$ cat src/rtl/wb_arbiter.sv
// rtl/wb_arbiter.sv - register file write-port arbiter: MEM/WB commits vs. 2-entry long-latency FIFO
// Optional load formatting enabled by defining WB_LOAD_ALIGN_EN.
module wb_arbiter #(
  parameter int AGE_MAX = 4
) (
  input  logic        clk,
  input  logic        rst,
  input  logic        mem_valid_i,
  input  logic        mem_we_i,
  input  logic [4:0]  mem_waddr_i,
  input  logic [31:0] mem_wdata_i,
  input  logic        mem_load_i,
  input  logic [2:0]  mem_funct3_i,
  input  logic [1:0]  mem_addr_lo_i,
  input  logic [31:0] load_data_i,
  input  logic        lu_valid_i,
  output logic        lu_ready_o,
  input  logic [4:0]  lu_waddr_i,
  input  logic [31:0] lu_wdata_i,
  output logic        stall_o,
  output logic        we_o,
  output logic [4:0]  waddr_o,
  output logic [31:0] wdata_o
);

  localparam logic [3:0] AGE_LIM = 4'(AGE_MAX);

  logic [4:0]  r_fifo_waddr [2];
  logic [31:0] r_fifo_wdata [2];
  logic        r_rd_ptr;
  logic        r_wr_ptr;
  logic [1:0]  r_count;
  logic [3:0]  r_age;
  logic        r_we;
  logic [4:0]  r_waddr;
  logic [31:0] r_wdata;

  logic        w_nonempty;
  logic        w_full;
  logic [4:0]  w_head_waddr;
  logic [4:0]  w_tail_waddr;
  logic [31:0] w_head_wdata;
  logic        w_stall;
  logic        w_commit;
  logic        w_grant_head;
  logic        w_lu_ready;
  logic        w_lu_keep;
  logic        w_head_kill;
  logic        w_tail_kill;
  logic        w_rd_ptr_n;
  logic        w_wr_ptr_n;
  logic        w_enq_ptr;
  logic [1:0]  w_count_n;
  logic [31:0] w_load_data;
  logic [31:0] w_pipe_wdata;

`ifdef WB_LOAD_ALIGN_EN
  logic [7:0]  w_byte;
  logic [15:0] w_half;

  always_comb begin
    w_byte = load_data_i[{mem_addr_lo_i, 3'b000} +: 8];
    w_half = mem_addr_lo_i[1] ? load_data_i[31:16] : load_data_i[15:0];
    case (mem_funct3_i)
      3'b000:  w_load_data = {{24{w_byte[7]}}, w_byte};
      3'b001:  w_load_data = {{16{w_half[15]}}, w_half};
      3'b100:  w_load_data = {24'd0, w_byte};
      3'b101:  w_load_data = {16'd0, w_half};
      default: w_load_data = load_data_i;
    endcase
  end
`else
  logic w_unused_fmt;

  // Memory stage delivers pre-formatted load data in this build.
  assign w_load_data  = load_data_i;
  assign w_unused_fmt = ^{mem_funct3_i, mem_addr_lo_i};
`endif

  assign w_pipe_wdata = mem_load_i ? w_load_data : mem_wdata_i;

  assign w_nonempty   = (r_count != 2'd0);
  assign w_full       = (r_count == 2'd2);
  assign w_head_waddr = r_fifo_waddr[r_rd_ptr];
  assign w_tail_waddr = r_fifo_waddr[~r_rd_ptr];
  assign w_head_wdata = r_fifo_wdata[r_rd_ptr];

  assign w_stall      = !rst && w_nonempty && (r_age >= AGE_LIM);
  assign w_commit     = mem_valid_i && mem_we_i && !w_stall && (mem_waddr_i != 5'd0);
  assign w_grant_head = w_stall || (!w_commit && w_nonempty);
  assign w_lu_ready   = !rst && (!w_full || w_grant_head);

  // A pipeline commit is younger than anything in the FIFO, so matching entries are dead.
  assign w_head_kill  = w_commit && w_nonempty && (w_head_waddr == mem_waddr_i);
  assign w_tail_kill  = w_commit && w_full && (w_tail_waddr == mem_waddr_i);
  assign w_lu_keep    = lu_valid_i && w_lu_ready && (lu_waddr_i != 5'd0) &&
                        !(w_commit && (lu_waddr_i == mem_waddr_i));

  always_comb begin
    w_rd_ptr_n = r_rd_ptr;
    w_wr_ptr_n = r_wr_ptr;
    w_count_n  = r_count;
    if (w_grant_head) begin
      w_rd_ptr_n = ~r_rd_ptr;
      w_count_n  = r_count - 2'd1;
    end else if (w_head_kill && w_tail_kill) begin
      w_count_n  = 2'd0;
    end else if (w_head_kill) begin
      w_rd_ptr_n = ~r_rd_ptr;
      w_count_n  = r_count - 2'd1;
    end else if (w_tail_kill) begin
      w_wr_ptr_n = ~r_wr_ptr;
      w_count_n  = r_count - 2'd1;
    end
    w_enq_ptr = w_wr_ptr_n;
    if (w_lu_keep) begin
      w_wr_ptr_n = ~w_wr_ptr_n;
      w_count_n  = w_count_n + 2'd1;
    end
  end

  always_ff @(posedge clk) begin
    if (rst) begin
      r_rd_ptr <= 1'b0;
      r_wr_ptr <= 1'b0;
      r_count  <= 2'd0;
    end else begin
      r_rd_ptr <= w_rd_ptr_n;
      r_wr_ptr <= w_wr_ptr_n;
      r_count  <= w_count_n;
    end
  end

  always_ff @(posedge clk) begin
    if (w_lu_keep) begin
      r_fifo_waddr[w_enq_ptr] <= lu_waddr_i;
      r_fifo_wdata[w_enq_ptr] <= lu_wdata_i;
    end
  end

  // Age restarts for every new head, so each entry gets its own AGE_MAX window.
  always_ff @(posedge clk) begin
    if (rst || w_grant_head || w_head_kill) begin
      r_age <= 4'd0;
    end else if (w_commit && w_nonempty && (r_age != 4'd15)) begin
      r_age <= r_age + 4'd1;
    end
  end

  always_ff @(posedge clk) begin
    if (rst) begin
      r_we    <= 1'b0;
      r_waddr <= 5'd0;
      r_wdata <= 32'd0;
    end else if (w_grant_head) begin
      r_we    <= 1'b1;
      r_waddr <= w_head_waddr;
      r_wdata <= w_head_wdata;
    end else if (w_commit) begin
      r_we    <= 1'b1;
      r_waddr <= mem_waddr_i;
      r_wdata <= w_pipe_wdata;
    end else begin
      r_we    <= 1'b0;
    end
  end

  assign lu_ready_o = w_lu_ready;
  assign stall_o    = w_stall;
  assign we_o       = r_we;
  assign waddr_o    = r_waddr;
  assign wdata_o    = r_wdata;

endmodule

$ cat config.mk
export PLATFORM = sky130hd
export DESIGN_NAME = wb_arbiter
export DESIGN_NICKNAME = d
export VERILOG_FILES = /design/src/rtl/wb_arbiter.sv
export SDC_FILE = /design/constraint.sdc
export NUM_CORES = 1
export LEC_CHECK = 0
export ABC_AREA = 1
export BUFFER_PORTS_ARGS = -buffer_cell sky130_fd_sc_hd__buf_2
export CAP_MARGIN = 30
export CORE_MARGIN = 3
export CORE_UTILIZATION = 35
export CTS_BUF_LIST = sky130_fd_sc_hd__clkbuf_4 sky130_fd_sc_hd__clkbuf_8 sky130_fd_sc_hd__clkbuf_16
export DETAILED_ROUTE_END_ITERATION = 10
export PLACE_DENSITY = 0.54
export RECOVER_POWER = 100
export SETUP_SLACK_MARGIN = 0.2
export SLEW_MARGIN = 20
export SYNTH_ARGS = -nofsm -noshare
export SYNTH_HDL_FRONTEND = slang
export SYNTH_SLANG_ARGS = --single-unit
$ cat constraint.sdc
create_clock -name clk -period 3 [get_ports clk]
set_input_delay 0.6 -clock clk [delete_from_list [all_inputs] [get_ports clk]]
set_output_delay 0.6 -clock clk [all_outputs]
set_load 0.03 [all_outputs]
==> results.py <==
metrics = {
    "placed_design": {
        "post-dp-hpwl_mm": 10.9,
        "place.gp.congestion": 0.836,
        "port_buffers": 151,
    },
    "timing": {
        "min_period_ps": 2640,
        "fmax_ghz": 0.379,
        "finalMaxSlewViolations": 0,
        "worst_pin_slew_ps": 1080,
        "rsz0062_at_grt": "no",
        "finalSetupViolCount": 0,
        "tns_ps": 0,
        "timing_hold_violations_final": 0,
        "skew_ps": 10.9,
        "fin_crit_sh_pct": 87.9,
        "slew_headroom_pct": 28.0,
    },
    "clock_tree": {
        "cts_sinks": 121,
        "clockBufferDepth": 2,
        "cts-root-buf": "clkbuf_16",
        "post_cts_buffers": 0,
        "h-tree-depth": 4,
        "clk_pin_slew_ps": 50,
        "cts_buffers": 17,
        "postCtsResizedCells": 0,
        "insertion_delay_ps": 410,
        "cts_tree": "done",
        "cts_hold_buf": 0,
    },
    "synthesis": {
        "synth_top_area_share_pct": 38.5,
        "synth_area_leaders": "edfxtp_1, dfxtp_1, nand2_1",
        "ys_ff_latch": 121,
        "synth-edff-count": 74,
        "yosys_warnings": 0,
        "async_reset_ff_share_pct": 0,
        "synth_cell_types": 33,
        "synth_top_flop_cell": "edfxtp_1",
        "ys_seq_area_share_pct": 54.7,
        "avgSynthCellArea_um2": 9.04,
        "syn-cell-area_um2": 5780,
        "syn_inst": 639,
        "synth.most_common_cell": "nand2_1",
        "yosysTopAreaCell": "edfxtp_1",
        "synthTopCellsByCount": "nand2_1, nor2_1, edfxtp_1",
        "synth_nets": 761,
    },
    "critical_path": {
        "slowest_stage": "dfxtp_1",
        "crit_path_max_fanout": 7,
        "critical_path_class": "register to primary output",
        "arrival_ps": 2040,
        "max_stage_delay_ps": 320,
        "worstPathRequired_ps": 2400,
        "worstPathCellList": "inv_1 > ha_1 > nor2_2 > nand2_4 > nand3_4 > nand2_1 > a21oi_1 > buf_2",
        "cpLargestDelayFamily": "simple AND/OR/NAND/NOR gates",
        "worst-path-buf-inv": 2,
        "critPathLaunchType": "register",
        "endpoint_kind": "primary output",
    },
    "grt": {
        "overflow": 0,
        "grt_pass1_vias": 4961,
        "antenna_found_initial": 2,
        "grt_max_degree": 38,
        "grt_usage_pct": 17.6,
        "grt_pass1_wl_mm": 24.9,
    },
    "drt": {
        "dr.first_iter.drc_count": 290,
        "routed_wl_mm": 15.7,
        "firstDrtPassIters": 4,
        "via_per_inst": 4.86,
        "drc": 0,
        "postRouteAntennaNets": 0,
        "num_vias": 4942,
        "routedWlPerCell_um": 15.4,
    },
    "layout": {
        "diodes": 0,
        "fin_util_pct": 44.8,
        "drive_gt1_share_pct": 23.6,
        "syn_to_final_growth_pct": 24.1,
        "nNetsFinal": 910,
    },
    "pwr": {
        "clockPowerShare_pct": 30.5,
        "switching_share_pct": 36.4,
        "p_int_mw": 3.67,
        "power_density_nw_per_um2": 805,
        "p_leak_nw": 3.08,
        "power_frac_seq_pct": 37.6,
        "power.switching_mw": 2.10,
        "vdd_ir_drop_max_mv": 0.412,
        "p_comb_share_pct": 32.0,
    },
    "hold_path": {
        "min_path_type": "input pin to register",
    },
    "floorplan": {
        "die_x_um": 134,
        "core_region_area_um2": 16000,
        "die_area_um2": 18100,
        "rows": 46,
        "die_h_um": 134,
        "start_util_pct": 36.1,
        "io_pins": 157,
    },
    "run_status": {
        "outcome": "finished clean",
    },
    "run": {
        "drv_cap": 0,
    },
}
[metal layers]
layer	global-route usage [%]	up-vias	share of wire, %
li1	-	2438	-
met1	21.8	2360	45
met2	29.7	125	49
met3	5.25	15	5.8
met4	5.66	4	0.79
met5	0	-	0.24
[power by group through the flow]
stage                     clock network, mW  registers (mW)  logic, mW
final                                  1.76            2.17       1.85
after global routing                   1.90            2.20       2.07
after CTS                              1.80            2.17       1.97
after detailed placement                  0            2.20       1.96
after global placement                    0            2.19       1.93
after floorplan                           0            2.43       1.17
[final cells by class]
cell class              count  area, µm²
fillers                  1631       8830
clock inverters            11       58.8
inverters                  68        255
flip-flops and latches    121       3160
repair buffers            161        792
well taps                 216        270
multi-input cells         419       2170
clock buffers              20        454
[flip-flops by register name, indices dropped and copies added (netlist names), named ones only]
register      count
r_age             4
wdata_o          32
we_o              1
waddr_o           5
r_count           2
r_wr_ptr          1
r_rd_ptr          1
r_fifo_wdata     64
r_fifo_waddr     10
[worst paths after layout]
check / slack (ps) / cells after the start / startpoint / to
setup / recovery: 360 / 8 / r_count[0] / lu_ready_o
hold reg to reg: 500 / 2 / r_age[1] / r_age[1]
setup reg to reg: 450 / 13 / register / r_fifo_wdata[1][5]
hold / removal: 380 / 1 / lu_wdata_i[29] / r_fifo_wdata[1][29]
[placed cells by master, fill, tap and decap left out]
cell type,instances
a21oi_1,8
and3b_4,1
buf_1,1
buf_12,3
buf_2,93
buf_4,6
clkbuf_1,58
clkbuf_16,17
clkbuf_4,2
clkbuf_8,1
clkinv_1,2
clkinv_2,7
clkinv_4,1
clkinvlp_4,1
dfxtp_1,46
dfxtp_2,1
edfxtp_1,74
ha_1,5
inv_1,65
inv_2,3
nand2_1,164
nand2_2,8
nand2_4,1
nand3_1,26
nand3_2,2
nand3_4,1
nand4_1,1
nor2_1,81
nor2_2,6
nor2_4,2
nor3_1,2
o211ai_1,36
o21ai_0,3
o221ai_1,1
o311ai_0,32
or2_2,33
xnor2_1,3
xor2_1,3
[metrics by stage]
step	cells	hold slack (ps)	setup WS (ps)	power (mW)	area (µm²)
floorplan	639	458	-95.8	3.60	5780
global placement	985	470	451	4.12	6760
detailed placement	985	484	413	4.16	6760
CTS	1016	350	507	5.94	7270
global route	1016	353	170	6.17	7170
finish	1016	377	362	5.77	7170
[kinds of logic after synthesis]
| group | share of synthesized area (%) |
|---|---|
| xor+xnor | 0.910 |
| compound gates | 10.7 |
| flops | 54.7 |
| buf+inv | 7.41 |
| simple gates | 25.2 |
| fa+ha+maj | 1.08 |
No activity file was read; power rests on OpenSTA's default activity.
